## src/rtl/timer_pkg.sv

```systemverilog
// Shared types and constants for the DMG divider/timer block.
package timer_pkg;

    typedef enum logic [1:0] {
        RUN    = 2'd0,
        OVF    = 2'd1,
        RELOAD = 2'd2
    } tstate_e;

    localparam logic [1:0] REG_DIV  = 2'd0;
    localparam logic [1:0] REG_TIMA = 2'd1;
    localparam logic [1:0] REG_TMA  = 2'd2;
    localparam logic [1:0] REG_TAC  = 2'd3;

    localparam int unsigned TAP_W = 4;

    // Counter bit watched by the timer for each TAC[1:0] clock-select value.
    localparam logic [TAP_W-1:0] TAC_TAP_IDX [4] = '{4'd9, 4'd3, 4'd5, 4'd7};

    function automatic logic [TAP_W-1:0] tac_tap_idx(input logic [1:0] sel);
        return TAC_TAP_IDX[sel];
    endfunction

endpackage

```

## src/rtl/fall_edge_det.sv

```systemverilog
// Falling-edge detector fed with the next-cycle level, so the pulse lands in
// the same cycle that the registered level first reads low.
module fall_edge_det (
    input  logic clk,
    input  logic reset,
    input  logic sig_d,
    output logic fall_q
);

    logic sig_q;
    logic fall_d;

    always_comb begin
        fall_d = sig_q & ~sig_d;
    end

    always_ff @(posedge clk) begin
        if (reset) begin
            sig_q  <= 1'b0;
            fall_q <= 1'b0;
        end else begin
            sig_q  <= sig_d;
            fall_q <= fall_d;
        end
    end

endmodule

```

## src/rtl/timer_sched.sv

```systemverilog
// DMG system divider and programmable timer (FF04-FF07): TIMA sequencing,
// delayed TMA reload, timer interrupt and the 512 Hz APU frame tick.
module timer_sched
    import timer_pkg::*;
#(
    parameter int unsigned DIV_W        = 16,
    parameter int unsigned RELOAD_DELAY = 4,
    parameter int unsigned APU_TAP      = 12
) (
    input  logic             clk1,
    input  logic             reset,
    input  logic             ff04_ff07,
    input  logic [1:0]       a,
    input  logic             cpu_wr,
    input  logic             cpu_rd,
    input  logic [7:0]       din,
    output logic [7:0]       dout,
    output logic             irq_timer,
    output logic             apu_tick,
    output logic [DIV_W-1:0] div_q
);

    localparam int unsigned CNT_W = (RELOAD_DELAY > 1) ? $clog2(RELOAD_DELAY) : 1;

    tstate_e          state_q, state_d;
    logic [DIV_W-1:0] div_d;
    logic [7:0]       tima_q, tima_d;
    logic [7:0]       tma_q, tma_d;
    logic [2:0]       tac_q, tac_d;
    logic [CNT_W-1:0] cnt_q, cnt_d;
    logic [7:0]       dout_q, dout_d;
    logic             irq_q, irq_d;

    logic       wr_hit, rd_hit;
    logic       wr_div, wr_tima, wr_tma, wr_tac;
    logic       tap_d, apu_d;
    logic       inc_ev;
    logic [7:0] rd_val;

    assign wr_hit  = ff04_ff07 & cpu_wr;
    assign rd_hit  = ff04_ff07 & cpu_rd;
    assign wr_div  = wr_hit & (a == REG_DIV);
    assign wr_tima = wr_hit & (a == REG_TIMA);
    assign wr_tma  = wr_hit & (a == REG_TMA);
    assign wr_tac  = wr_hit & (a == REG_TAC);

    // Next-cycle divider and config; taps are taken from these so DIV/TAC
    // writes that pull a tap low are seen as ordinary falling edges.
    always_comb begin
        div_d = div_q + DIV_W'(1);
        tac_d = tac_q;
        tma_d = tma_q;
        if (wr_div) begin
            div_d = '0;
        end
        if (wr_tac) begin
            tac_d = din[2:0];
        end
        if (wr_tma) begin
            tma_d = din;
        end
        tap_d = tac_d[2] & div_d[tac_tap_idx(tac_d[1:0])];
        apu_d = div_d[APU_TAP];
    end

    fall_edge_det u_tap_fall (
        .clk    (clk1),
        .reset  (reset),
        .sig_d  (tap_d),
        .fall_q (inc_ev)
    );

    fall_edge_det u_apu_fall (
        .clk    (clk1),
        .reset  (reset),
        .sig_d  (apu_d),
        .fall_q (apu_tick)
    );

    // TIMA sequencing: count, overflow hold, reload.
    always_comb begin
        state_d = state_q;
        tima_d  = tima_q;
        cnt_d   = cnt_q;
        irq_d   = 1'b0;
        case (state_q)
            RUN: begin
                if (wr_tima) begin
                    tima_d = din;
                end else if (inc_ev) begin
                    if (tima_q == 8'hFF) begin
                        tima_d  = 8'h00;
                        cnt_d   = CNT_W'(RELOAD_DELAY - 1);
                        state_d = OVF;
                    end else begin
                        tima_d = tima_q + 8'd1;
                    end
                end
            end
            OVF: begin
                if (wr_tima) begin
                    tima_d  = din;
                    state_d = RUN;
                end else if (cnt_q == '0) begin
                    tima_d  = tma_q;
                    irq_d   = 1'b1;
                    state_d = RELOAD;
                end else begin
                    cnt_d = cnt_q - CNT_W'(1);
                end
            end
            RELOAD: begin
                state_d = RUN;
                if (wr_tma) begin
                    tima_d = din;
                end
            end
            default: begin
                state_d = RUN;
            end
        endcase
    end

    // Register read port; returns pre-write values on a same-cycle write.
    always_comb begin
        rd_val = 8'h00;
        case (a)
            REG_DIV:  rd_val = div_q[DIV_W-1 -: 8];
            REG_TIMA: rd_val = tima_q;
            REG_TMA:  rd_val = tma_q;
            REG_TAC:  rd_val = {5'b11111, tac_q};
            default:  rd_val = 8'h00;
        endcase
        dout_d = rd_hit ? rd_val : dout_q;
    end

    always_ff @(posedge clk1) begin
        if (reset) begin
            state_q <= RUN;
            div_q   <= '0;
            tima_q  <= 8'h00;
            tma_q   <= 8'h00;
            tac_q   <= 3'b000;
            cnt_q   <= '0;
            dout_q  <= 8'h00;
            irq_q   <= 1'b0;
        end else begin
            state_q <= state_d;
            div_q   <= div_d;
            tima_q  <= tima_d;
            tma_q   <= tma_d;
            tac_q   <= tac_d;
            cnt_q   <= cnt_d;
            dout_q  <= dout_d;
            irq_q   <= irq_d;
        end
    end

    assign dout      = dout_q;
    assign irq_timer = irq_q;

endmodule

```

## config.mk

```make
export PLATFORM = sky130hd
export DESIGN_NAME = timer_sched
export DESIGN_NICKNAME = d
export VERILOG_FILES = /design/src/rtl/timer_pkg.sv /design/src/rtl/fall_edge_det.sv /design/src/rtl/timer_sched.sv
export SDC_FILE = /design/constraint.sdc
export NUM_CORES = 1
export LEC_CHECK = 0
export ABC_AREA = 0
export BUFFER_PORTS_ARGS = -buffer_cell sky130_fd_sc_hd__clkbuf_2
export CORE_MARGIN = 2
export CORE_UTILIZATION = 43
export CTS_CLUSTER_SIZE = 20
export DETAILED_ROUTE_END_ITERATION = 7
export GPL_TIMING_DRIVEN = 1
export PLACE_DENSITY = 0.61
export SETUP_SLACK_MARGIN = 0.02
export SYNTH_ARGS = -nofsm -noshare
export SYNTH_HDL_FRONTEND = slang
export SYNTH_SLANG_ARGS = --single-unit
```

## constraint.sdc

```tcl
create_clock -name clk1 -period 2.5 [get_ports clk1]
set_input_delay 0.25 -clock clk1 [delete_from_list [all_inputs] [get_ports clk1]]
set_output_delay 0.25 -clock clk1 [all_outputs]
set_load 0.03 [all_outputs]
```

==> flow_summary.json, run 1 <==
{
  "synth_top_area_share": 0.3653,
  "p_per_area_mw_per_mm2": 820.3,
  "crit_buf_inv": 0,
  "place.gp.congestion": 0.8933,
  "ir_worst_vdd_mv": 0.4310,
  "vias": 2518,
  "post-route-period-util": 0.7973,
  "wl_um": 6861,
  "ctsResizeCount": 0,
  "slowest_stage": "dfxtp_1",
  "maxCapViolCount": 0,
  "dr.pass1.iters": 4,
  "cp-end-kind": "register",
  "cpPeakStageDelay_ns": 0.43,
  "antenna_found_initial": 0,
  "pwr-share-clk": 0.262,
  "numCtsBuffers": 5,
  "final_nets": 392,
  "crit_chain": "ha_1 -> nand4_1 -> o41ai_4 -> a21boi_2 -> nor2_1 -> a311oi_1",
  "synth_area_mm2": 0.002795,
  "portBuffers": 40,
  "synth_area_leaders": "dfxtp_1 37%, nand2_1 6.2%, a21oi_1 5.6%",
  "synth.avg_cell_area_um2": 8.270,
  "vias_per_cell": 5.621,
  "insertion_delay_ns": 0.31,
  "filler_cell_count": 656,
  "tightest_slew_ns": 0.6545,
  "period_minus_slack_ns": 1.993,
  "synth_edf_count": 0,
  "grt_pass1_vias": 2368,
  "rsz0062_at_grt": "no",
  "cts_buffer_depth": 2,
  "cts_setup_buffers": 0,
  "cts_tree": "done",
  "synthFlopType": "dfxtp_1",
  "fp-row-count": 29,
  "start_util": 0.4427,
  "cts_root_buf": "clkbuf_8",
  "drv_slew": 0,
  "relSlewSlack": 0.5621,
  "die_h_um": 84.63,
  "synth_top_cell_by_area": "dfxtp_1",
  "combPwrFrac": 0.348,
  "cts.sinks": 51,
  "synth_most_common_cell": "dfxtp_1",
  "p_leak_uw": 0.001223,
  "n_antenna_cell": 0,
  "postLayoutCellArea_mm2": 0.003159,
  "seq_area_frac_synth": 0.3653,
  "cp.arrival_ns": 2.21,
  "holdWs_ns": 0.1781,
  "synth_warnings": 0,
  "drc": 0,
  "setup_viol": 0,
  "hold_violations": 0,
  "cts_hold_buffers": 0,
  "htree_levels": 2,
  "path_delay_family": "compound AO/OA/AOI/OAI gates",
  "async_flop_share": 0,
  "drive_above_1_share": 0.1968,
  "grt_max_degree": 27,
  "ios": 41,
  "cts.clk_slew.worst_paths_ns": 0.09,
  "internal_power_uw": 1686,
  "swShare": 0.3493,
  "hpwl_um": 5088,
  "final.setup_skew_ns": 0.004396,
  "grt_remaining_overflow": 0,
  "p_sw_uw": 905.2,
  "outcome": "finished clean",
  "worstHoldPathType": "input pin to register",
  "worst-path-max-fanout": 6,
  "timing.fmax_mhz": 501.7,
  "worstPathRequired_ns": 2.72,
  "syn_nets": 360,
  "drtAntennaViolNets": 0,
  "yosys-top-cells-count": "51 x dfxtp_1, 46 x nand2_1, 31 x a21oi_1",
  "drt_iter0_drc": 186,
  "post_drt_wl_per_cell_um": 15.31,
  "crit_type": "register to register",
  "dpl_cell_area_mm2": 0.003027,
  "grt_util_all_layers": 0.1999,
  "yosysUniqueCellTypes": 57,
  "finalSetupTns_ns": 0,
  "synthCells": 338,
  "die_w_um": 84.63,
  "coreArea_mm2": 0.006314,
  "grt_pass1_wl_um": 11640,
  "critPathLaunchType": "register",
  "die-area_mm2": 0.007161,
  "area_growth_pct": 13.03,
  "ys_ff_latch": 51,
  "power_frac_seq": 0.391
}
==> power groups by stage <==
stage | sequential [uW] | combinational, uW | clock, uW
after floorplan | 1020 | 718 | 0
after global placement | 1030 | 891 | 0
after detailed placement | 1030 | 894 | 0
after CTS | 1010 | 903 | 691
after global routing | 1020 | 1020 | 722
final | 1010 | 901 | 678
==> layout make-up <==
class                           count  area (um2)  share of cell area
Multi-Input combinational cell    249        1597              0.5053
Sequential cell                    51        1021              0.3232
Timing Repair Buffer               47       252.7             0.08000
Tap cell                           77       96.34             0.03050
Clock buffer                        6       72.57             0.02297
Clock inverter                      2       60.06             0.01901
Inverter                           16       60.06             0.01901
==> routing by layer <==
metal,wire length (um),track usage,vias up,share of wire
met5,0,0,-,0
met4,99,0.06061,0,0.014
met3,315,0.04031,10,0.046
met2,3159,0.3121,59,0.46
met1,3287,0.2794,1176,0.48
li1,-,-,1273,-
==> kinds of logic (layout without fill, tap and decap cells) <==
group / Yosys count / in the layout / share of synthesized area
simple gates: 133 / 133 / 0.2261
compound gates: 84 / 84 / 0.2144
flops: 51 / 51 / 0.3653
buf+inv: 38 / 71 / 0.06356
xor+xnor: 14 / 14 / 0.04387
mux: 11 / 11 / 0.05550
fa+ha+maj: 7 / 7 / 0.03133
==> cell usage in the layout, fill, tap and decap left out, types with 3 or more instances in the layout <==
cell type	netlist	layout
o221ai_1	5	5
a21o_1	3	3
o21ai_0	9	9
clkbuf_8	0	5
nand2b_1	3	3
nand2_1	46	46
or2_2	4	4
xor2_1	8	8
mux4_2	3	3
or3_1	4	4
buf_4	1	7
and3_1	5	5
nand3_1	16	16
nor3_1	7	7
nand4_1	4	4
nor2_1	30	30
a211oi_1	7	7
mux2_2	6	6
nor4_1	4	4
a221oi_1	3	3
ha_1	7	7
clkbuf_2	0	40
a21oi_1	31	31
dfxtp_1	51	51
inv_1	16	16
a32oi_1	4	4
a211o_1	3	3
xnor2_1	6	6
==> flip-flops by register name (all words and copies together), names as in the netlist <==
signal	cells
cnt_q	2
tma_q	8
div_q	16
u_apu_fall.fall_q	1
tima_q	8
tac_q	3
u_tap_fall.fall_q	1
u_tap_fall.sig_q	1
dout	8
irq_timer	1
state_q	2
==> through the flow <==
| step | cells | total power, uW | utilization | worst slack, ns |
|---|---|---|---|---|
| after global placement | 440 | 1916 | 0.4794 | 0.4563 |
| final | 448 | 2592 | 0.5004 | 0.5068 |
| after detailed placement | 440 | 1919 | 0.4794 | 0.3653 |
| after floorplan | 338 | 1734 | - | 0.5393 |
| after global routing | 448 | 2764 | 0.5004 | 0.2483 |
| after CTS | 448 | 2601 | 0.5004 | 0.5040 |
==> path summary, 6_finish.rpt <==
kind | cells past startpoint | endpoint | start | slack (ns)
setup / recovery | 6 | cnt_q[1]$_SDFFE_PP0P_ | tima_q[0]$_SDFFE_PP0P_ | 0.51
hold / removal | 3 | tma_q[4]$_SDFFE_PP0P_ | din[4] | 0.18
setup reg to reg | 6 | cnt_q[1]$_SDFFE_PP0P_ | tima_q[0]$_SDFFE_PP0P_ | 0.51
hold reg to reg | 2 | u_tap_fall.fall_q$_SDFF_PP0_ | u_tap_fall.sig_q$_SDFF_PP0_ | 0.44
==> tightest hold or removal path: stages <==
cell      delay (ns)
clkbuf_2        0.09
nand2_1         0.05
a21oi_1         0.05
Power figures use the tool's default switching activity.
==> run 2, diff against run 1 <==
- ABC_AREA: 0 -> 1
- clock period: 2.5 -> 2 ns (I/O delays scaled with it)
==> run 2 against run 1 <==
Compared with the run above: combinational power is 78% lower; die area shrank 0.94%; fmax up 17%; via count up 9.0%; utilization up 0.21 points; largest cell class unchanged.
==> flow_summary.json, run 2 <==
{
  "crit_type": "register to register",
  "synthFlopType": "dfxtp_1",
  "worstPathRequired_ns": 2.21,
  "hpwl_um": 5549,
  "n_antenna_cell": 0,
  "drt_iter0_drc": 124,
  "die_w_um": 84.23,
  "synth_compound_area_frac": 0.1799,
  "setup_viol": 0,
  "postLayoutCellArea_mm2": 0.003154,
  "fp-row-count": 29,
  "antenna_found_initial": 0,
  "area_growth_pct": 13.97,
  "final_nets": 479,
  "wl_met1_um": 3312,
  "cts_tree": "done",
  "htree_levels": 2,
  "synth_area_mm2": 0.002768,
  "cts_buffer_depth": 2,
  "rsz0062_at_grt": "no",
  "cts.sinks": 51,
  "hold_violations": 0,
  "p_per_area_mw_per_mm2": 586.4,
  "timing.fmax_mhz": 586.9,
  "synth_fa_ha_area_frac": 0.03165,
  "place.gp.congestion": 0.8693,
  "insertion_delay_ns": 0.30,
  "synth_warnings": 0,
  "muxShareOfSynthArea": 0,
  "wl_um": 7125,
  "dr.pass1.iters": 5,
  "grt_remaining_overflow": 0,
  "ir_worst_vdd_mv": 0.3063,
  "maxCapViolCount": 0,
  "numCtsBuffers": 5,
  "mostFrequentLayoutCell": "nand2_1",
  "outcome": "finished clean",
  "grt_max_degree": 24,
  "filler_cell_count": 647,
  "synth_most_common_cell": "nand2_1",
  "dr_wl_met2_um": 3420,
  "yosys-top-cells-count": "106 x nand2_1, 51 x dfxtp_1, 50 x nor2_1",
  "synth_area_leaders": "dfxtp_1 37%, nand2_1 14%, nor2_1 6.8%",
  "critPathLaunchType": "register",
  "largest_reg_flops": 16,
  "worstHoldPathType": "input pin to register",
  "synth_edf_count": 0,
  "synth_top_cell_by_area": "dfxtp_1",
  "final.setup_skew_ns": 0.004247,
  "portBuffers": 40,
  "coreArea_mm2": 0.006277,
  "post-route-period-util": 0.8519,
  "synth.avg_cell_area_um2": 6.718,
  "relSlewSlack": 0.5694,
  "drc": 0,
  "top_register": "div_q",
  "wl_met3_um": 298,
  "die_h_um": 84.23,
  "fin_cells": 535,
  "final_core_util": 0.5025,
  "cts_root_buf": "clkbuf_8",
  "mostFrequentLayoutCells": "106 x nand2_1, 51 x dfxtp_1, 50 x nor2_1",
  "tightest_slew_ns": 0.6451,
  "start_util": 0.4409,
  "post_drt_wl_per_cell_um": 13.32,
  "finalSetupTns_ns": 0,
  "dpl.cell_count": 527,
  "synth_top_area_share": 0.3689,
  "seq_area_frac_synth": 0.3689,
  "ios": 41,
  "async_flop_share": 0,
  "drv_slew": 0,
  "p_leak_uw": 0.001423,
  "cp.arrival_ns": 1.91,
  "cts.clk_slew.worst_paths_ns": 0.09,
  "grt_pass1_wl_um": 12090,
  "synthCells": 412,
  "drtAntennaViolNets": 0,
  "die-area_mm2": 0.007094,
  "highest_layer": "met4",
  "grt_pass1_vias": 2599,
  "ys_ff_latch": 51,
  "vias_per_cell": 5.129,
  "synth-xor-area-share": 0.006329,
  "drive_above_1_share": 0.1572,
  "vias": 2744,
  "syn_nets": 434,
  "holdWs_ns": 0.1859,
  "dpl_cell_area_mm2": 0.003068,
  "synth-simple-area-share": 0.3259,
  "cp-end-kind": "register",
  "period_minus_slack_ns": 1.704,
  "yosysUniqueCellTypes": 34,
  "worst-path-max-fanout": 5,
  "grt_util_all_layers": 0.2103,
  "synth_top_family_by_area": "simple AND/OR/NAND/NOR gates"
}
==> run 2: metrics by stage <==
step | total power, uW | setup slack, ns
after floorplan | 1213 | 0.3257
after global placement | 1283 | 0.3117
after detailed placement | 1285 | 0.2366
after CTS | 1859 | 0.2079
after global routing | 1929 | 0.04286
final | 1850 | 0.2961
==> run 2: kinds of logic (layout without fill, tap and decap cells) <==
kind of cell	after synthesis	after routing
DFF	51	51
buffers and inverters	61	107
xor gates and xnor gates	2	2
and+or+nand+nor	207	207
adders and majority gates	7	7
AOI/OAI and AO/OA	84	84
==> run 2: timing repair <==
action                     4_1_cts  5_1_grt
hold buffers                     0        0
gates resized for setup          0        2
setup buffers                    0        0
setup endpoints to repair        0        7
==> run 2: area by class of cell <==
| type | count | area (um2) | share of cell area |
|---|---|---|---|
| clock inverters | 1 | 5.005 | 0.001587 |
| flip-flops and latches | 51 | 1021 | 0.3237 |
| well taps | 77 | 96.34 | 0.03054 |
| clock buffers | 7 | 76.32 | 0.02420 |
| repair buffers | 46 | 245.2 | 0.07775 |
| inverters | 53 | 200.2 | 0.06347 |
| multi-input cells | 300 | 1510 | 0.4788 |
==> run 2: power by group <==
part	leakage [uW]	total, uW	internal (uW)	switching (uW)
Clock	0.0000422	589	247	342
Combinational	0.000967	200	61.4	138
Sequential	0.000414	1060	1040	20.5
==> run 2: worst max-delay path, cell delays in order, from the launching register on <==
cell and delay [ns]:
dfxtp_1 0.47, ha_1 0.20, nand2_1 0.09, nor2_1 0.14
nand2_1 0.10, o21ai_0 0.19, inv_1 0.07, nor2_1 0.16
nand3b_1 0.10, nand2_1 0.07, nor2_1 0.05
==> run 2: path summary, 6_finish.rpt <==
kind                                from                            to  slack [ns]  cells past startpoint
max reg2reg       tima_q[0]$_SDFFE_PP0P_         cnt_q[1]$_SDFFE_PP0P_        0.30                     10
max               tima_q[0]$_SDFFE_PP0P_         cnt_q[1]$_SDFFE_PP0P_        0.30                     10
min                               din[7]         tma_q[7]$_SDFFE_PP0P_        0.19                      3
min reg2reg  u_tap_fall.sig_q$_SDFF_PP0_  u_tap_fall.fall_q$_SDFF_PP0_        0.44                      2
==> run 2: routing by layer <==
metal | vias up | GRT usage
met5 | - | 0
met4 | 0 | 0.04839
met3 | 8 | 0.03736
met2 | 60 | 0.3766
met1 | 1245 | 0.2623
li1 | 1431 | -
==> run 3, diff against run 2 <==
--- a/config.mk
+++ b/config.mk
@@ -13,3 +13,3 @@
 export DETAILED_ROUTE_END_ITERATION = 7
-export GPL_TIMING_DRIVEN = 1
+export GPL_TIMING_DRIVEN = 0
 export PLACE_DENSITY = 0.61
==> constraint.sdc (replaced) <==
create_clock -name clk1 -period 2 [get_ports clk1]
set_input_delay 0.4 -clock clk1 [delete_from_list [all_inputs] [get_ports clk1]]
set_output_delay 0.4 -clock clk1 [all_outputs]
set_load 0.03 [all_outputs]
==> run 3 against run 2 <==
Compared with the run above: flip-flop and latch count stayed put; sequential share of layout area increased by 0.17 points; die area did not move; sequential power about the same; power down 0.51%; global-route usage increased by 0.64 points; via count increased by 1.5%; non-clock buffer count is the same; final cell count decreased by 0.37%; design area is 0.52% lower; combinational power rose by 2%.
==> flow_summary.json, run 3 (synthesized netlist as in run 2, its figures left out) <==
{
  "outcome": "finished clean",
  "grt_max_degree": 15,
  "die_w_um": 84.23,
  "setup_viol": 0,
  "vias": 2784,
  "tightest_slew_ns": 0.6477,
  "ir_worst_vdd_mv": 0.3370,
  "vias_per_cell": 5.223,
  "combPwrFrac": 0.112,
  "start_util": 0.4409,
  "worstPathRequired_ns": 2.23,
  "slowest_stage": "dfxtp_1",
  "internal_power_uw": 1334,
  "p_leak_uw": 0.001399,
  "period_minus_slack_ns": 1.776,
  "cts.sinks": 51,
  "final.setup_skew_ns": 0.007069,
  "die-area_mm2": 0.007094,
  "grt_util_all_layers": 0.2167,
  "fp-row-count": 29,
  "critPathLaunchType": "register",
  "timing.fmax_mhz": 563.1,
  "htree_levels": 2,
  "area_growth_pct": 13.38,
  "pre_cts_ws_ns": -0.1694,
  "die_h_um": 84.23,
  "grt_remaining_overflow": 0,
  "grt_pass1_vias": 2567,
  "cts_root_buf": "clkbuf_8",
  "crit_type": "register to register",
  "hold_violations": 0,
  "cts.clk_slew.worst_paths_ns": 0.09,
  "top_register": "div_q",
  "p_per_area_mw_per_mm2": 586.5,
  "drv_slew": 0,
  "relSlewSlack": 0.5682,
  "portBuffers": 39,
  "numCtsBuffers": 5,
  "grt_pass1_wl_um": 12300,
  "mostFrequentLayoutCells": "106 x nand2_1, 51 x dfxtp_1, 50 x nor2_1",
  "drt_iter0_drc": 210,
  "dr.pass1.iters": 4,
  "coreArea_mm2": 0.006277,
  "post_drt_wl_per_cell_um": 14.22,
  "cpPeakStageDelay_ns": 0.35,
  "n_antenna_cell": 0,
  "cts_buffer_depth": 2,
  "drive_above_1_share": 0.1513,
  "maxCapViolCount": 0,
  "rrSetupSlack_ns": 0.22,
  "drc": 0,
  "finalSetupTns_ns": 0,
  "largest_reg_flops": 16,
  "mostFrequentLayoutCell": "nand2_1",
  "drtAntennaViolNets": 0,
  "worst-path-max-fanout": 7,
  "crit_chain": "inv_1 -> ha_2 -> inv_1 -> nor2_4 -> nand2_1 -> nand2_1 -> nor2_2 -> inv_1 -> nand2_1 -> a21oi_1",
  "hpwl_um": 5614,
  "pwr-share-clk": 0.312,
  "swShare": 0.2753,
  "cp.arrival_ns": 2.00,
  "antenna_found_initial": 0,
  "place.gp.congestion": 0.8777,
  "rsz0062_at_grt": "yes",
  "worstHoldPathType": "input pin to register",
  "power_frac_seq": 0.576,
  "cts_tree": "done",
  "cts_setup_buffers": 0,
  "ios": 41,
  "fin_ws_ns": 0.2240,
  "post-route-period-util": 0.8880,
  "wl_um": 7578,
  "p_sw_uw": 506.7,
  "insertion_delay_ns": 0.31,
  "final_nets": 479,
  "cp-end-kind": "register"
}
[run 3: final timing paths]
check,startpoint,end,cells after the start
hold reg to reg,u_tap_fall.sig_q$_SDFF_PP0_,u_tap_fall.fall_q$_SDFF_PP0_,2
setup / recovery,state_q[1]$_SDFFE_PP0P_,tima_q[0]$_SDFFE_PP0P_,10
hold / removal,din[7],tma_q[7]$_SDFFE_PP0P_,3
setup reg to reg,state_q[1]$_SDFFE_PP0P_,tima_q[0]$_SDFFE_PP0P_,10
[run 3: area by class of cell]
type                       instances  area [um2]
buffer                             7       37.54
inverter                          53       201.4
multi-input combinational        300        1510
clock inverter                     1       7.507
sequential                        51        1021
clock buffer                       5       68.82
timing repair buffer              39       195.2
tap                               77       96.34
fill                             664        3139
[run 3: power groups by stage]
stage | clock (uW) | combinational (uW) | sequential [uW]
after floorplan | 0 | 103 | 1110
after global placement | 0 | 202 | 1080
after detailed placement | 0 | 204 | 1080
after CTS | 591 | 205 | 1060
after global routing | 628 | 229 | 1060
final | 574 | 205 | 1060
[run 3: critical path, delay by kind of cell, from the launching register on]
family | cells | cell delay [ns]
simple gates | 5 | 0.57
buf+inv | 3 | 0.38
flops | 1 | 0.35
fa+ha+maj | 1 | 0.23
compound gates | 1 | 0.16
[run 3: layer usage]
metal | up-vias | track usage | part of all wire
li1 | 1421 | - | -
met1 | 1290 | 0.2729 | 0.46
met2 | 63 | 0.3838 | 0.48
met3 | 10 | 0.03147 | 0.046
met4 | 0 | 0.06305 | 0.016
met5 | - | 0 | 0
[run 3: per-stage QoR]
stage | power (uW) | area [um2] | hold slack (ns) | util | std cells
floorplan | 1213 | 2768 | 0.4068 | - | 412
global placement | 1285 | 3059 | 0.4224 | 0.4873 | 528
detailed placement | 1289 | 3059 | 0.4284 | 0.4873 | 528
CTS | 1857 | 3133 | 0.3756 | 0.4991 | 533
global route | 1920 | 3138 | 0.3956 | 0.4999 | 533
finish | 1840 | 3138 | 0.3803 | 0.4999 | 533
[run 3: repair_timing]
action                     4_1_cts  5_1_grt
pin swaps                        0        1
gates resized for setup          1        2
hold buffers                     0        0
hold endpoints to repair         0        0
setup endpoints to repair        8       10
